===== config.mk =====
export PLATFORM = sky130hd
export DESIGN_NAME = alu_seq_muldiv
export DESIGN_NICKNAME = d
export VERILOG_FILES = /design/src/rtl/alu_seq_muldiv.sv
export SDC_FILE = /design/constraint.sdc
export NUM_CORES = 1
export LEC_CHECK = 0
export ABC_CLOCK_PERIOD_IN_PS = 4500
export CAP_MARGIN = 5
export CORE_MARGIN = 4
export CORE_UTILIZATION = 63
export CTS_BUF_LIST = sky130_fd_sc_hd__clkbuf_4 sky130_fd_sc_hd__clkbuf_8
export DETAILED_ROUTE_END_ITERATION = 16
export GPL_ROUTABILITY_DRIVEN = 0
export PLACE_DENSITY = 0.84
export SLEW_MARGIN = 20
export SYNTH_ARGS = -nofsm -noshare
export SYNTH_HDL_FRONTEND = slang
export SYNTH_SLANG_ARGS = --single-unit

===== constraint.sdc =====
create_clock -name clk -period 4.5 [get_ports clk]
set_clock_uncertainty 0.2 [all_clocks]
set_input_delay 0.45 -clock clk [delete_from_list [all_inputs] [get_ports clk]]
set_output_delay 0.45 -clock clk [all_outputs]
set_load 0.01 [all_outputs]

===== src/rtl/alu_seq_muldiv.sv =====
// alu_seq_muldiv: iterative signed multiply / divide / modulo unit for the G1Mul, G1Div and G1Mod ops.
// Latency: a fixed 34 cycles from the accepting edge to done, for every opcode. Throughput is one op per 36 cycles.
// Backpressure: none. start is sampled only while idle. busy marks the window where requests are dropped.
//
// Ports:
//   clk, rst_n              rising-edge clock, asynchronous active-low reset
//   start                   request strobe (accepted only in IDLE)
//   reg1, reg2              signed operands A (multiplicand/dividend), B (multiplier/divisor)
//   operation               4'b0010 mul, 4'b0011 div, 4'b0100 mod; any other value is illegal
//   busy                    high from the cycle after acceptance until done falls
//   done                    one-cycle pulse when result/flags update
//   result, z/n/v/c_flag    registered result and flags, held until the next done
module alu_seq_muldiv (
  input  logic        clk,
  input  logic        rst_n,
  input  logic        start,
  input  logic [31:0] reg1,
  input  logic [31:0] reg2,
  input  logic [3:0]  operation,
  output logic        busy,
  output logic        done,
  output logic [31:0] result,
  output logic        z_flag,
  output logic        n_flag,
  output logic        v_flag,
  output logic        c_flag
);

  localparam logic [3:0] OP_MUL = 4'b0010;
  localparam logic [3:0] OP_DIV = 4'b0011;
  localparam logic [3:0] OP_MOD = 4'b0100;

  typedef enum logic [2:0] {S_IDLE, S_PREP, S_CALC, S_FIX, S_DONE} state_t;

  state_t      r_state;
  logic [31:0] r_a, r_b;
  logic [3:0]  r_op;
  logic        r_sa, r_sb;
  logic [31:0] r_absa, r_absb;
  logic        r_dz, r_ill;
  logic [5:0]  r_cnt;
  // Shared datapath: MUL uses {r_hi,r_lo} as product/multiplier shift register,
  // DIV/MOD use r_hi as partial remainder and r_lo as dividend/quotient.
  logic [31:0] r_hi, r_lo;
  logic        r_busy, r_done;
  logic [31:0] r_result;
  logic        r_z, r_n, r_v, r_c;

  logic        w_is_mul, w_is_div, w_is_mod;
  logic [31:0] w_absa, w_absb;
  logic [32:0] w_madd;
  logic [31:0] w_dshift, w_dsub;
  logic        w_ge;
  logic        w_pneg;
  logic [63:0] w_sprod;
  logic [31:0] w_quo, w_rem;
  logic [31:0] w_res;
  logic        w_v, w_c;

  assign w_is_mul = (r_op == OP_MUL);
  assign w_is_div = (r_op == OP_DIV);
  assign w_is_mod = (r_op == OP_MOD);

  // Two's-complement negate: |0x80000000| wraps to 0x80000000, which is the
  // correct unsigned magnitude.
  assign w_absa = r_a[31] ? (~r_a + 32'd1) : r_a;
  assign w_absb = r_b[31] ? (~r_b + 32'd1) : r_b;

  // Shift-add step: add the multiplicand into the high half when the current
  // multiplier bit is set. The whole pair then shifts right by one.
  assign w_madd = {1'b0, r_hi} + (r_lo[0] ? {1'b0, r_absa} : 33'd0);

  // Restoring-division step. The remainder stays below |B| <= 2^31, so bit 31
  // of r_hi is always zero. The shifted value therefore fits in 32 bits.
  assign w_dshift = {r_hi[30:0], r_lo[31]};
  assign w_ge     = (w_dshift >= r_absb);
  assign w_dsub   = w_dshift - r_absb;

  assign w_pneg  = r_sa ^ r_sb;
  assign w_sprod = w_pneg ? (~{r_hi, r_lo} + 64'd1) : {r_hi, r_lo};
  assign w_quo   = w_pneg ? (~r_lo + 32'd1) : r_lo;
  assign w_rem   = r_sa ? (~r_hi + 32'd1) : r_hi;

  always_comb begin
    w_res = 32'd0;
    w_v   = 1'b0;
    w_c   = 1'b0;
    if (r_dz || r_ill) begin
      w_res = 32'd0;
    end else if (w_is_mul) begin
      w_res = w_sprod[31:0];
      w_v   = (w_sprod[63:31] != {33{w_sprod[31]}});
      w_c   = |r_hi;
    end else if (w_is_div) begin
      w_res = w_quo;
      // Only a positive quotient of magnitude 2^31 can leave the range, which happens for MIN / -1.
      w_v   = ~w_pneg & r_lo[31];
    end else begin
      w_res = w_rem;
    end
  end

  always_ff @(posedge clk or negedge rst_n) begin
    if (!rst_n) begin
      r_state  <= S_IDLE;
      r_a      <= 32'd0;
      r_b      <= 32'd0;
      r_op     <= 4'd0;
      r_sa     <= 1'b0;
      r_sb     <= 1'b0;
      r_absa   <= 32'd0;
      r_absb   <= 32'd0;
      r_dz     <= 1'b0;
      r_ill    <= 1'b0;
      r_cnt    <= 6'd0;
      r_hi     <= 32'd0;
      r_lo     <= 32'd0;
      r_busy   <= 1'b0;
      r_done   <= 1'b0;
      r_result <= 32'd0;
      r_z      <= 1'b0;
      r_n      <= 1'b0;
      r_v      <= 1'b0;
      r_c      <= 1'b0;
    end else begin
      case (r_state)
        S_IDLE: begin
          r_done <= 1'b0;
          if (start) begin
            r_a     <= reg1;
            r_b     <= reg2;
            r_op    <= operation;
            r_busy  <= 1'b1;
            r_state <= S_PREP;
          end
        end
        S_PREP: begin
          r_sa    <= r_a[31];
          r_sb    <= r_b[31];
          r_absa  <= w_absa;
          r_absb  <= w_absb;
          r_dz    <= (r_b == 32'd0) && (w_is_div || w_is_mod);
          r_ill   <= !(w_is_mul || w_is_div || w_is_mod);
          r_cnt   <= 6'd0;
          r_hi    <= 32'd0;
          r_lo    <= w_is_mul ? w_absb : w_absa;
          r_state <= S_CALC;
        end
        S_CALC: begin
          if (w_is_mul) begin
            {r_hi, r_lo} <= {w_madd, r_lo[31:1]};
          end else if (w_ge) begin
            r_hi <= w_dsub;
            r_lo <= {r_lo[30:0], 1'b1};
          end else begin
            r_hi <= w_dshift;
            r_lo <= {r_lo[30:0], 1'b0};
          end
          r_cnt <= r_cnt + 6'd1;
          if (r_cnt == 6'd31) r_state <= S_FIX;
        end
        S_FIX: begin
          r_result <= w_res;
          r_z      <= (w_res == 32'd0);
          r_n      <= w_res[31];
          r_v      <= w_v;
          r_c      <= w_c;
          r_done   <= 1'b1;
          r_state  <= S_DONE;
        end
        S_DONE: begin
          r_done  <= 1'b0;
          r_busy  <= 1'b0;
          r_state <= S_IDLE;
        end
        default: r_state <= S_IDLE;
      endcase
    end
  end

  assign busy   = r_busy;
  assign done   = r_done;
  assign result = r_result;
  assign z_flag = r_z;
  assign n_flag = r_n;
  assign v_flag = r_v;
  assign c_flag = r_c;

endmodule

==> flow_summary.json <==
{
  "status": "completed",
  "synth_fp_nets": 2367,
  "cp_data_arrival_time_ps": 4320,
  "portBuffers": 108,
  "final_common_cell": "nand2_1",
  "setup_tns_ps": 0,
  "drt_drc_violations_left": 0,
  "drive_gt1_frac": 0.0996,
  "die_area_um2": 31800,
  "max_stage_delay_ps": 550,
  "slew-limit-headroom": 0.349,
  "areaGrowthSynthToFinish_pct": 12.7,
  "start_kind": "flop",
  "min_period_ps": 4060,
  "dp_hpwl_um": 42600,
  "ys_ff_latch": 246,
  "io_pins": 109,
  "layout_common_cells": "369 x nand2_1, 245 x dfrtp_1, 201 x o21ai_0, 140 x a21oi_1, 121 x nor2_1",
  "total_power_uw": 18800,
  "path_cells": "ha_1 > inv_1 > fa_1 > nand2b_1 > a211oi_1 > o311ai_1 > o211a_1 > o31a_1 > o221ai_1 > a311o_1 > a221o_1 > a211oi_1 > a311oi_1",
  "cts_max_level": 2,
  "grt_pass1_wl_um": 89600,
  "nets": 2401,
  "grt_use_total": 0.355,
  "avgSynthCellArea_um2": 8.23,
  "grt_antenna_before_repair": 0,
  "yosys_warnings": 0,
  "cp_num_buf_inv": 1,
  "setup_viol_count_final": 0,
  "ant_nets": 0,
  "postCtsSetupBuffers": 0,
  "grt_pass1_vias": 16800,
  "post_drt_via_cell_ratio": 6.80,
  "rsz0062_at_grt": "no",
  "path_class": "reg2reg",
  "crit_path_top_delay_cell": "dfrtp_1",
  "start_util": 0.638,
  "min_period_over_period": 0.902,
  "leakage_uw": 0.00887,
  "hold_viol": 0,
  "cts_sinks": 246,
  "cts-root-buf": "clkbuf_8",
  "final-max-slew-violation-count": 0,
  "wl_per_cell_um": 21.6,
  "drtPass1Iterations": 8,
  "cts_buffers": 44,
  "cap_violations": 0,
  "gr-total-overflow": 0,
  "clockBufferDepth": 3,
  "crit_required_ps": 4770,
  "tightest_slew_ps": 976,
  "die_h_um": 178,
  "cts_tree": "done",
  "drt_iter0_markers": 2573,
  "syn_area_um2": 18300,
  "synthArstFlopShare": 1.00,
  "clkTransAtPathRegs_ps": 60,
  "clock_latency_ps": 600,
  "fmax_mhz": 246,
  "vdd_drop_max_v": 0.000460,
  "synth_enable_flop_cells": 0,
  "synth.distinct_cells": 79,
  "synthFlopType": "dfrtp_1",
  "core_um2": 28700,
  "holdCritPathClass": "in2reg",
  "crit_fanout": 10,
  "wl_um": 57700,
  "die_width_um": 178,
  "grt_max_degree": 115,
  "yosysSeqAreaShare": 0.336,
  "endpoint_kind": "flop",
  "synth_cells": 2225,
  "crit_top_cell": "a211oi_1",
  "crit_family": "compound AO/OA/AOI/OAI gates",
  "antennaDiodeCount": 0,
  "rows": 62,
  "via_count": 18200,
  "power.density_nw_per_um2": 911
}
==> registers in the layout (all words and copies together), names as in the netlist, 3 cells and up <==
signal	count
r_a	32
r_absa	32
r_absb	32
r_b	32
r_hi	32
r_lo	32
result	32
r_cnt	6
r_op	4
r_state	3
==> final timing paths <==
| check | endpoint | slack, ps | depth (start not counted) | startpoint |
|---|---|---|---|---|
| setup reg to reg | r_hi[31]$_DFFE_PN0P_ | 440 | 13 | r_hi[0]$_DFFE_PN0P_ |
| max in group asynchronous | r_b[31]$_DFFE_PN0P_ | 2700 | 3 | rst_n |
| hold reg to reg | r_absa[5]$_DFFE_PN0P_ | 280 | 2 | r_absa[5]$_DFFE_PN0P_ |
| hold / removal | r_b[0]$_DFFE_PN0P_ | 220 | 3 | reg2[0] |
| min in group asynchronous | r_absb[29]$_DFFE_PN0P_ | 290 | 2 | rst_n |
| setup / recovery | r_hi[31]$_DFFE_PN0P_ | 440 | 13 | r_hi[0]$_DFFE_PN0P_ |
==> cells by family after synthesis <==
family,count (synthesis),share of synthesized area
DFF,246,0.336
xor gates and xnor gates,201,0.0962
buffers and inverters,224,0.0466
adders and majority gates,71,0.0494
and+or+nand+nor,752,0.197
muxes,87,0.0521
AOI/OAI and AO/OA,644,0.223
==> power breakdown <==
part	switching, uW	internal, uW	total (uW)
clock network	997	1320	2310
logic	7100	4650	11800
registers	1480	3240	4730
==> layout make-up <==
type,count,area [um2]
inverter,61,229
clock buffer,64,837
fill,2217,8080
clock inverter,13,135
multi-input combinational,1755,11300
timing repair buffer,151,1440
tap,384,480
sequential,246,6160
==> layer usage <==
layer | share of wire | up-vias | wire [um] | track usage
li1 | - | 8013 | - | -
met1 | 0.38 | 8564 | 21800 | 0.473
met2 | 0.43 | 1288 | 24900 | 0.539
met3 | 0.11 | 320 | 6480 | 0.0678
met4 | 0.077 | 0 | 4420 | 0.210
met5 | 0 | - | 0 | 0
==> synth_stat cells, types with 43 or more instances <==
library cell  instances  area (um2)
nor2_1              124         465
clkbuf_1            139         522
a21oi_1             140         701
ha_1                 69         863
o21ai_0             201        1010
nand2_1             371        1390
a211oi_1             43         323
dfrtp_1             246        6160
xnor2_1             103         902
xor2_1               98         858
inv_1                60         225
mux2_2               66         743
==> worst register-to-register path: stages (launching register included) <==
cell and delay, ps:
dfrtp_1 550, ha_1 290, inv_1 80, fa_1 390
nand2b_1 200, a211oi_1 400, o311ai_1 200, o211a_1 280
o31a_1 280, o221ai_1 300, a311o_1 270, a221o_1 170
a211oi_1 70, a311oi_1 270
==> metrics by stage <==
step	instance area, um2	hold WS [ps]	instances	utilization	setup slack, ps
2_1_floorplan	18300	-45.6	2225	-	748
3_3_place_gp	19600	256	2596	0.684	716
3_5_place_dp	19600	257	2596	0.684	506
4_1_cts	20600	212	2674	0.718	498
5_1_grt	20600	251	2674	0.719	242
6_report	20600	220	2674	0.719	442
==> repair_timing <==
item	CTS	global route
hold buffers	1	0
endpoints found under the setup margin	0	0
hold endpoints to repair	112	0
resized for setup	0	0
(Power assumes the default switching activity.)
